--- config.mk ---
export PLATFORM = sky130hd
export DESIGN_NAME = sram_param
export DESIGN_NICKNAME = d
export VERILOG_FILES = /design/src/rtl/sram_param.sv
export SDC_FILE = /design/constraint.sdc
export NUM_CORES = 1
export LEC_CHECK = 0
export BUFFER_PORTS_ARGS = -buffer_cell sky130_fd_sc_hd__clkbuf_2
export CAP_MARGIN = 20
export CORE_MARGIN = 2
export CORE_UTILIZATION = 50
export DETAILED_ROUTE_END_ITERATION = 8
export PLACE_DENSITY = 0.68
export SYNTH_ARGS = -nofsm -noshare
export SYNTH_HDL_FRONTEND = slang
export SYNTH_SLANG_ARGS = --single-unit
--- constraint.sdc ---
create_clock -name clk -period 1.82 [get_ports clk]
set_input_delay 0.273 -clock clk [delete_from_list [all_inputs] [get_ports clk]]
set_output_delay 0.273 -clock clk [all_outputs]
set_load 0.03 [all_outputs]
--- src/rtl/sram_param.sv ---
// sram_param: single-port SRAM that clears itself to INIT_VAL after reset; read data is registered (latency 1).
// No backpressure: accesses presented while busy is high are dropped, otherwise one access is accepted per cycle.
module sram_param #(
   parameter int                DATA_W     = 4,
   parameter int                ADDR_W     = 4,
   parameter bit                INVERT_OUT = 1'b1,
   parameter logic [DATA_W-1:0] INIT_VAL   = '0
) (
   input  logic              clk,
   input  logic              rst_n,
   input  logic              cs_n,
   input  logic              we_n,
   input  logic [ADDR_W-1:0] addr,
   input  logic [DATA_W-1:0] din,
   output logic [DATA_W-1:0] dout,
   output logic              dout_valid,
   output logic              busy
);

   localparam int DEPTH = 1 << ADDR_W;

   typedef enum logic {
      CLEAR = 1'b0,
      IDLE  = 1'b1
   } state_t;

   state_t            state;
   state_t            state_nxt;
   logic [ADDR_W-1:0] clr_cnt;
   logic [DATA_W-1:0] mem [DEPTH];
   logic              mem_we;
   logic [ADDR_W-1:0] mem_waddr;
   logic [DATA_W-1:0] mem_wdat;
   logic              rd_en;

   always_ff @(posedge clk) begin
      if (!rst_n) begin
         state <= CLEAR;
      end else begin
         state <= state_nxt;
      end
   end

   // The clear counter saturates at DEPTH-1 so it never wraps back into the array.
   always_ff @(posedge clk) begin
      if (!rst_n) begin
         clr_cnt <= '0;
      end else if (state == CLEAR && !(&clr_cnt)) begin
         clr_cnt <= clr_cnt + 1'b1;
      end
   end

   always_comb begin
      state_nxt = state;
      busy      = 1'b0;
      mem_we    = 1'b0;
      mem_waddr = addr;
      mem_wdat  = din;
      rd_en     = 1'b0;
      case (state)
         CLEAR: begin
            busy      = 1'b1;
            mem_we    = 1'b1;
            mem_waddr = clr_cnt;
            mem_wdat  = INIT_VAL;
            if (&clr_cnt) begin
               state_nxt = IDLE;
            end
         end
         IDLE: begin
            if (!cs_n) begin
               if (!we_n) begin
                  mem_we = 1'b1;
               end else begin
                  rd_en = 1'b1;
               end
            end
         end
         default: state_nxt = CLEAR;
      endcase
   end

   // Array has no reset of its own; its contents are defined only by the clear walk.
   always_ff @(posedge clk) begin
      if (rst_n && mem_we) begin
         mem[mem_waddr] <= mem_wdat;
      end
   end

   always_ff @(posedge clk) begin
      if (!rst_n) begin
         dout       <= '0;
         dout_valid <= 1'b0;
      end else if (rd_en) begin
         dout       <= INVERT_OUT ? ~mem[addr] : mem[addr];
         dout_valid <= 1'b1;
      end else begin
         dout       <= '0;
         dout_valid <= 1'b0;
      end
   end

endmodule

==> metrics.txt <==
Syn Area/Cell=around 17 um2; CP arrival=roughly 1800 ps; vias=around 1,700; Hold Buf Count CTS=0; wire length on met3=between 200 and 250 um; Remaining DRCs=0; Via density=5.67; Worst-Skew Late Latency=350 ps; Net count, final=229; Hold Slack=~280 ps; Synth warnings=0; global-route wire length before repair=approximately 9 mm; CTS root buf=clkbuf_8; Synth Cell Area=around 3000 um2; num rows=28; First-pass DRT Iterations=4; CP Capture Type=register; Setup Buffers After CTS=0; Port Buf Inserts=17; MaxCap Viol Count=0; DR WL met2=roughly 3.0 mm; clk sink count=74; GRT Resource Usage Total=roughly a fifth; Bufs on Longest Clock Path=2; syn nets=roughly 190; CTS Buf Count=9; final worst path period need=roughly 1800 ps; sequential share of the synthesized area=69.9%; startpoint types=register; metal1 wirelength=2.53 mm; drt wl/cell=between 20 and 25 um; worst hold path type=in -> reg; Final Hold Fails=0; Post-DRT Antenna Nets=0; core area=roughly 5900 um2; final worst-path cycle share=a little over nine tenths; maximum VDD drop=0.493 mV; Worst-Margin Slew=613 ps; total wire length=slightly below 6 mm; DR top layer=met4; Area after DPL=between 3000 and 4000 um2; pin count of the biggest net entering global routing=17; n_diodes=0; vias in the first global route=~1,700; DRT iter0 DRCs=about 150; initial antenna violation count=0; Leak=between 1 and 1.5 nW; RD Place Congestion=slightly below 0.9; CP Max Fanout=8; setup violators final=0; Initial Utilization=51.6%; Syn-to-layout area delta=14.5%; R2R cell count=3; DIE AREA=roughly 6700 um2; post-DP HPWL=between 4 and 5 mm; layout cells sized above 1=31.7%; Yosys reg bits=74; final slew viol count=0; Worst-path clk slew=around 70 ps; fmax=between 500 and 600 MHz; die width=81.9 um; worst setup path category=reg -> reg; Worst slew margin=between 50 and 60%; power density over the cells=slightly below 900 nW/um2; R2R setup slack=~39 ps; CTS tree=done; Layout Skew=5.37 ps; number of synthesized flops with an enable pin=64; Synth Flop Type=edfxtp_1; WP data required=roughly 1800 ps; die height=between 80 and 90 um; H-tree depth=3; Final Instance Area=3480 um2; Hold Path Depth=2; Syn Inst Count=~180; Post-synth ARST share=0%; top-level port count=18; status=complete, no violations; Cell variety after synth=41; grt total ovfl=0; RSZ-0062 raised after global routing=true
[layout by cell type, fill, tap and decap left out, types with 4 or more instances in the layout]
cell type | netlist | final
mux4_2 | 12 | 12
dfxtp_1 | 10 | 10
a31oi_1 | 5 | 4
clkbuf_2 | 1 | 17
clkbuf_8 | 0 | 10
clkbuf_1 | 1 | 5
edfxtp_1 | 64 | 64
nor2_1 | 18 | 15
nor2b_1 | 5 | 4
and2_1 | 6 | 6
buf_4 | 2 | 18
[critical path, cell delays in order (launching register included)]
cell	delay [ps]
dfxtp_1	470
mux2i_1	350
o211ai_1	250
nor2_1	370
[power by group]
group / internal [mW] / switching [mW] / leakage [nW]
clock: 0.531 / 0.540 / 0.0794
combinational: 0.0881 / 0.0941 / 0.441
sequential: 1.84 / 0.0142 / 0.710
[timing repair]
| action | 4_1_cts | 5_1_grt |
|---|---|---|
| endpoints found under the hold margin | 0 | 0 |
| resized for setup | 0 | 6 |
| endpoints found under the setup margin | 8 | 45 |
[cell families after synthesis]
group                      share of synthesized area, %
buffers and inverters                              2.22
adders and majority gates                         0.412
muxes                                              13.5
xor gates and xnor gates                          0.577
and+or+nand+nor                                    8.69
AOI/OAI and AO/OA                                  4.78
DFF                                                69.9
[sequential cells by signal (all words and copies together), names as in the netlist]
name and count:
clr_cnt 4, dout 4, dout_valid 1, mem 64, state 1
[area by class of cell]
cell class	count	area, um2
multi-input combinational	93	871
tap	75	93.8
clock buffer	15	156
sequential	74	2120
fill	464	2410
inverter	3	11.3
clock inverter	1	3.75
timing repair buffer	35	220
[Yosys cell counts, types with 2 or more instances]
master / count / area, um2
edfxtp_1: 64 / 1920
nor2_1: 18 / 67.6
mux4_2: 12 / 270
dfxtp_1: 10 / 200
and2_1: 6 / 37.5
a31oi_1: 5 / 31.3
nor2b_1: 5 / 31.3
a22oi_1: 3 / 22.5
a2bb2oi_1: 3 / 26.3
inv_1: 3 / 11.3
mux2_1: 3 / 33.8
mux2_2: 3 / 33.8
mux2i_1: 3 / 30.0
nand3b_1: 3 / 22.5
nor3b_1: 3 / 22.5
o221ai_1: 3 / 26.3
buf_2: 2 / 10.0
buf_4: 2 / 15.0
buf_6: 2 / 22.5
nand2_1: 2 / 7.51
nor3_1: 2 / 10.0
o211ai_1: 2 / 15.0
[metal layers]
layer  GRT usage [%]  vias up
met2            32.3       49
li1                -      781
met5               0        -
met4            11.0        0
met1            24.9      838
met3            3.85       10
[worst paths after layout]
path | from | end
max reg2reg | state | mem[2][3]
min | rst_n | clr_cnt[3]
min reg2reg | clr_cnt[2] | clr_cnt[2]
max | state | mem[2][3]
[through the flow]
| step | setup slack, ps | total power, mW | instances | utilization (%) | setup TNS (ps) |
|---|---|---|---|---|---|
| after floorplan | 184 | 2.00 | 178 | - | 0 |
| after global placement | 103 | 2.06 | 280 | 56.0 | 0 |
| after detailed placement | -3.93 | 2.07 | 280 | 56.0 | -15.5 |
| after CTS | -13.2 | 3.12 | 296 | 58.7 | -53.1 |
| after global routing | -97.1 | 3.20 | 296 | 59.1 | -2740 |
| final | 38.9 | 3.11 | 296 | 59.1 | 0 |
Power figures use the tool's default switching activity.
